[src/rtl/shrink32.sv]
// Receive end of the stretched-pulse link: synchronizes w, qualifies its width, emits n / e_short / e_long.
// Optional PULSE_COUNT_EN adds a 16-bit wrapping count of accepted pulses on port cnt.
module shrink32 #(
  parameter int SYNC = 2,
  parameter int MINW = 24,
  parameter int MAXW = 40,
  parameter int GAP  = 4
) (
  input  logic        c,
  input  logic        rn,
  input  logic        w,
  output logic        n,
  output logic        e_short,
  output logic        e_long,
  output logic        busy
`ifdef PULSE_COUNT_EN
  ,
  output logic [15:0] cnt
`endif
);

  localparam int CW = $clog2(MAXW + 2);

  typedef enum logic [2:0] {IDLE, QUAL, ACTIVE, STUCK, GAPW} state_t;

  state_t          state, state_next;
  logic [SYNC-1:0] sync;
  logic            ws;
  logic [CW-1:0]   count, count_next, count_inc;
  logic            n_next, es_next, el_next;

  assign ws = sync[SYNC-1];

  always_ff @(posedge c or negedge rn) begin
    if (!rn) sync <= '0;
    else     sync <= {sync[SYNC-2:0], w};
  end

  // Saturating increment: the counter never wraps back into a legal window.
  assign count_inc = (count == '1) ? count : count + 1'b1;

  always_comb begin
    state_next = state;
    count_next = count;
    n_next     = 1'b0;
    es_next    = 1'b0;
    el_next    = 1'b0;
    case (state)
      IDLE: begin
        if (ws) begin
          if (MINW == 1) begin
            state_next = ACTIVE;
            count_next = CW'(MINW);
            n_next     = 1'b1;
          end else begin
            state_next = QUAL;
            count_next = CW'(1);
          end
        end
      end
      QUAL: begin
        if (ws) begin
          if (count_inc == CW'(MINW)) begin
            state_next = ACTIVE;
            count_next = CW'(MINW);
            n_next     = 1'b1;
          end else begin
            count_next = count_inc;
          end
        end else begin
          state_next = GAPW;
          count_next = CW'(1);
          es_next    = 1'b1;
        end
      end
      ACTIVE: begin
        if (ws) begin
          if (count == CW'(MAXW)) begin
            state_next = STUCK;
            el_next    = 1'b1;
          end else begin
            count_next = count_inc;
          end
        end else begin
          state_next = GAPW;
          count_next = CW'(1);
        end
      end
      STUCK: begin
        if (!ws) begin
          state_next = GAPW;
          count_next = CW'(1);
        end
      end
      GAPW: begin
        // Any high sample restarts the low-run requirement.
        if (ws) begin
          count_next = '0;
        end else if (count == CW'(GAP)) begin
          state_next = IDLE;
          count_next = '0;
        end else begin
          count_next = count_inc;
        end
      end
      default: begin
        state_next = IDLE;
        count_next = '0;
      end
    endcase
  end

  always_ff @(posedge c or negedge rn) begin
    if (!rn) begin
      state   <= IDLE;
      count   <= '0;
      n       <= 1'b0;
      e_short <= 1'b0;
      e_long  <= 1'b0;
      busy    <= 1'b0;
    end else begin
      state   <= state_next;
      count   <= count_next;
      n       <= n_next;
      e_short <= es_next;
      e_long  <= el_next;
      busy    <= (state_next != IDLE);
    end
  end

`ifdef PULSE_COUNT_EN
  always_ff @(posedge c or negedge rn) begin
    if (!rn)         cnt <= '0;
    else if (n_next) cnt <= cnt + 16'd1;
  end
`endif

endmodule

[config.mk]
export PLATFORM = sky130hd
export DESIGN_NAME = shrink32
export DESIGN_NICKNAME = d
export VERILOG_FILES = /design/src/rtl/shrink32.sv
export SDC_FILE = /design/constraint.sdc
export NUM_CORES = 1
export LEC_CHECK = 0
export CORE_ASPECT_RATIO = 1.1
export CORE_MARGIN = 1
export CORE_UTILIZATION = 25
export CTS_CLUSTER_DIAMETER = 120
export DETAILED_ROUTE_END_ITERATION = 8
export HOLD_SLACK_MARGIN = 0.06
export PLACE_DENSITY = 0.5
export SYNTH_ARGS = -nofsm -noshare
export SYNTH_HDL_FRONTEND = slang
export SYNTH_SLANG_ARGS = --single-unit
[constraint.sdc]
create_clock -name c -period 2.1 [get_ports c]
set_input_delay 0.525 -clock c [delete_from_list [all_inputs] [get_ports c]]
set_output_delay 0.525 -clock c [all_outputs]
set_load 0.01 [all_outputs]
==> impl_metrics.xml <==
<?xml version="1.0" encoding="UTF-8"?>
<metrics>
  <group name="run_status">
    <metric name="outcome" unit="">finished, final reports clean</metric>
  </group>
  <group name="synthesis">
    <metric name="ys_types" unit="">42</metric>
    <metric name="netlist_top_cells_area" unit="">sky130_fd_sc_hd__dfrtp_1 40%, sky130_fd_sc_hd__inv_1 3.6%, sky130_fd_sc_hd__o221ai_1 2.8%</metric>
    <metric name="syn-cell-area" unit="µm²">937</metric>
    <metric name="syn-mean-instance-area" unit="µm²">9.66</metric>
    <metric name="synth.ff_latch_count" unit="">15</metric>
    <metric name="netlist.top_cell.by_area" unit="">sky130_fd_sc_hd__dfrtp_1</metric>
    <metric name="ys_seq_area_share" unit="%">40.1</metric>
    <metric name="synth_enable_flop_cells" unit="">0</metric>
    <metric name="mappedNetlistNets" unit="">102</metric>
    <metric name="synth.yosys.warnings" unit="">0</metric>
    <metric name="postSynth.topFlopCell" unit="">sky130_fd_sc_hd__dfrtp_1</metric>
    <metric name="netlist_instances" unit="">97</metric>
    <metric name="async_reset_ff_share" unit="%">100</metric>
    <metric name="synth_largest_type_area_fraction" unit="%">40.1</metric>
  </group>
  <group name="worst_setup_path">
    <metric name="crit_type" unit="">reg -&gt; reg</metric>
    <metric name="worstSetupEndpointType" unit="">flip-flop</metric>
    <metric name="cp.arrival" unit="ns">2.16</metric>
    <metric name="startpoint_type" unit="">flip-flop</metric>
    <metric name="worst_path_dominant_cell_family" unit="">compound AO/OA/AOI/OAI gates</metric>
    <metric name="critical_path_buf_inv_count" unit="">1</metric>
    <metric name="cp_cell_sequence" unit="">inv_1 &gt; ha_1 &gt; and4bb_2 &gt; a21oi_2 &gt; o32ai_1 &gt; a221oi_2</metric>
    <metric name="cpMaxStageDelayCell" unit="">sky130_fd_sc_hd__dfrtp_1</metric>
    <metric name="critical_path.startpoint" unit="">count[0]$_DFFE_PN0P_</metric>
    <metric name="r2r-start" unit="">count[0]$_DFFE_PN0P_</metric>
    <metric name="max_stage_delay" unit="ns">0.45</metric>
    <metric name="worstPathMaxFanout" unit="">8</metric>
    <metric name="critical_path_required" unit="ns">2.31</metric>
  </group>
  <group name="pwr">
    <metric name="max-vdd-ir-drop" unit="mV">0.202</metric>
    <metric name="combPwrFrac" unit="%">37.0</metric>
    <metric name="leakagePower" unit="µW">0.000413</metric>
    <metric name="p_int" unit="µW">573</metric>
    <metric name="clock_power_share" unit="%">18.6</metric>
    <metric name="p_seq_share" unit="%">44.4</metric>
    <metric name="total_switching_power" unit="µW">366</metric>
    <metric name="p_sw_share" unit="%">39.0</metric>
    <metric name="power-per-cell-area" unit="mW/mm²">866</metric>
  </group>
  <group name="sta">
    <metric name="layout_worst_path_cycle_share" unit="%">93.1</metric>
    <metric name="rsz_0062_raised_after_global_routing" unit="">no</metric>
    <metric name="final_period_minus_worst_setup_slack" unit="ns">1.96</metric>
    <metric name="fmax" unit="MHz">511</metric>
    <metric name="skew" unit="ns">0.000849</metric>
    <metric name="setup_failing_eps_final" unit="">0</metric>
    <metric name="timing.final.hold_violations" unit="">0</metric>
    <metric name="tightest_slew" unit="ns">0.436</metric>
    <metric name="drv_slew" unit="">0</metric>
    <metric name="relSlewSlack" unit="%">70.9</metric>
    <metric name="worst_slack" unit="ns">0.144</metric>
    <metric name="fin_tns_setup" unit="ns">0</metric>
  </group>
  <group name="placed_design">
    <metric name="finalWeightedCongestion" unit="">0.842</metric>
    <metric name="post-dp-hpwl" unit="mm">1.47</metric>
    <metric name="port-buffer-count" unit="">6</metric>
    <metric name="place_ws" unit="ns">0.100</metric>
    <metric name="placed_cell_area" unit="mm²">0.00105</metric>
  </group>
  <group name="final_layout">
    <metric name="multi_input_comb_area" unit="µm²">497</metric>
    <metric name="sequential_cell_area" unit="µm²">375</metric>
    <metric name="layout.nets" unit="">111</metric>
    <metric name="finish.utilization" unit="%">31.2</metric>
    <metric name="finish.instance_area" unit="mm²">0.00108</metric>
    <metric name="post_route_cells_drive_above_1_share" unit="%">17.1</metric>
    <metric name="mostFrequentLayoutCells" unit="">15 x sky130_fd_sc_hd__dfrtp_1, 9 x sky130_fd_sc_hd__inv_1, 6 x sky130_fd_sc_hd__nor2_1, 6 x sky130_fd_sc_hd__nand2_1, 6 x sky130_fd_sc_hd__clkdlybuf4s50_1</metric>
    <metric name="n_antenna_cell" unit="">0</metric>
    <metric name="final_common_cell" unit="">sky130_fd_sc_hd__dfrtp_1</metric>
    <metric name="filler_cell_count" unit="">374</metric>
    <metric name="synthToLayoutAreaGrowth" unit="%">15.6</metric>
  </group>
  <group name="clock_network">
    <metric name="clock_sink_count" unit="">15</metric>
    <metric name="cts_root_buf" unit="">sky130_fd_sc_hd__clkbuf_4</metric>
    <metric name="cts.hold.buffers_added" unit="">0</metric>
    <metric name="tritoncts" unit="">built</metric>
    <metric name="numCtsBuffers" unit="">3</metric>
    <metric name="cts_resized" unit="">0</metric>
    <metric name="cts-htree-levels" unit="">1</metric>
    <metric name="postCtsSetupBuffers" unit="">0</metric>
    <metric name="ctsLongestPathBuffers" unit="">2</metric>
    <metric name="clk_latency" unit="ns">0.29</metric>
    <metric name="clkTransAtPathRegs" unit="ns">0.10</metric>
  </group>
  <group name="grt">
    <metric name="grt_pass1_vias" unit="">786</metric>
    <metric name="grt-ovfl-total" unit="">0</metric>
    <metric name="global_route.usage.total" unit="%">11.3</metric>
    <metric name="grt_first_pass_wirelength" unit="mm">3.35</metric>
    <metric name="largest_net_degree_at_the_start_of_global_routing" unit="">16</metric>
    <metric name="grt_antenna_before_repair" unit="">0</metric>
  </group>
  <group name="route">
    <metric name="route.detailed.wl_per_inst" unit="µm">13.3</metric>
    <metric name="drtIter0Drc" unit="">20</metric>
    <metric name="viasPerCell" unit="">5.31</metric>
    <metric name="vias" unit="">813</metric>
    <metric name="drc" unit="">0</metric>
    <metric name="ant_nets" unit="">0</metric>
    <metric name="first_pass_detailed_route_iteration_total" unit="">4</metric>
    <metric name="drt-total-wl" unit="mm">2.04</metric>
  </group>
  <group name="min_path">
    <metric name="timing.hold.worst.class" unit="">reg -&gt; reg</metric>
    <metric name="hold_path.startpoint" unit="">sync[0]$_DFF_PN0_</metric>
  </group>
  <group name="die">
    <metric name="placement_rows" unit="">22</metric>
    <metric name="ios" unit="">7</metric>
    <metric name="die_area" unit="mm²">0.00400</metric>
    <metric name="die_x" unit="µm">60.4</metric>
    <metric name="fp.dieH" unit="µm">66.2</metric>
    <metric name="core_region_area" unit="mm²">0.00347</metric>
    <metric name="initial_utilization" unit="%">27.0</metric>
  </group>
  <group name="flow_run">
    <metric name="maxCapViolCount" unit="">0</metric>
  </group>
</metrics>
-- worst register-to-register path: stages (launching register included) --
cell                       delay [ns]
sky130_fd_sc_hd__dfrtp_1         0.45
sky130_fd_sc_hd__inv_1           0.14
sky130_fd_sc_hd__ha_1            0.24
sky130_fd_sc_hd__and4bb_2        0.26
sky130_fd_sc_hd__a21oi_2         0.38
sky130_fd_sc_hd__o32ai_1         0.16
sky130_fd_sc_hd__a221oi_2        0.24
-- metrics by stage --
step | hold WS (ns) | power [µW] | cells
after CTS | 0.367 | 929 | 153
after global routing | 0.377 | 998 | 153
after floorplan | 0.229 | 661 | 97
final | 0.363 | 939 | 153
after detailed placement | 0.344 | 759 | 149
after global placement | 0.334 | 754 | 149
-- synthesized netlist by cell type (2+ instances only) --
cell	count
sky130_fd_sc_hd__dfrtp_1	15
sky130_fd_sc_hd__inv_1	9
sky130_fd_sc_hd__nand2_1	6
sky130_fd_sc_hd__nor2_1	6
sky130_fd_sc_hd__buf_2	5
sky130_fd_sc_hd__nor3_1	4
sky130_fd_sc_hd__a21oi_1	3
sky130_fd_sc_hd__nand3_1	3
sky130_fd_sc_hd__o221ai_1	3
sky130_fd_sc_hd__o311ai_0	3
sky130_fd_sc_hd__o32ai_1	3
sky130_fd_sc_hd__a21o_1	2
sky130_fd_sc_hd__and3_1	2
sky130_fd_sc_hd__ha_1	2
sky130_fd_sc_hd__nand2b_1	2
sky130_fd_sc_hd__nand4_1	2
sky130_fd_sc_hd__nor4_1	2
-- power by group through the flow --
stage / Combinational [µW] / Clock (µW) / Sequential [µW]
after global placement: 336 / 0 / 418
after CTS: 339 / 176 / 413
after detailed placement: 338 / 0 / 421
after floorplan: 275 / 0 / 386
final: 348 / 174 / 417
after global routing: 382 / 188 / 428
-- flip-flops by register name, indices dropped and copies added (netlist names) --
register  count
n             1
sync          2
e_long        1
state         3
e_short       1
count         6
busy          1
-- final timing paths --
| kind | to | slack [ns] | depth (start not counted) |
|---|---|---|---|
| max | count[4]$_DFFE_PN0P_ | 0.14 | 6 |
| min | sync[1]$_DFF_PN0_ | 0.36 | 0 |
| max reg2reg | count[4]$_DFFE_PN0P_ | 0.14 | 6 |
| min reg2reg | sync[1]$_DFF_PN0_ | 0.36 | 0 |
| max in group asynchronous | e_long$_DFF_PN0_ | 1.38 | 2 |
| min in group asynchronous | e_short$_DFF_PN0_ | 0.54 | 2 |
-- routing by layer --
| layer | part of all wire (%) | routed length, µm | track usage, % |
|---|---|---|---|
| met1 | 46 | 942 | 13.4 |
| met2 | 48 | 984 | 18.1 |
| met3 | 3.5 | 71 | 2.74 |
| met4 | 2.2 | 44 | 6.40 |
| met5 | 0 | 0 | 0 |
-- logic make-up (layout without fill, tap and decap cells) --
family / after synthesis / in the layout / share of synthesized area (%)
buffers and inverters: 15 / 23 / 7.48
flip-flops: 15 / 15 / 40.1
AND/OR/NAND/NOR: 38 / 38 / 25.9
adder cells (fa/ha/maj): 2 / 2 / 2.67
XOR/XNOR: 1 / 1 / 0.935
AO/OA/AOI/OAI: 26 / 26 / 23.0
-- layout make-up --
type,instances,share of cell area [%]
clock buffer,3,2.08
clock inverter,1,0.462
multi-input combinational,67,45.8
sequential,15,34.6
inverter,9,3.12
tap,48,5.54
timing repair buffer,10,8.31
Power figures use the tool's default switching activity.
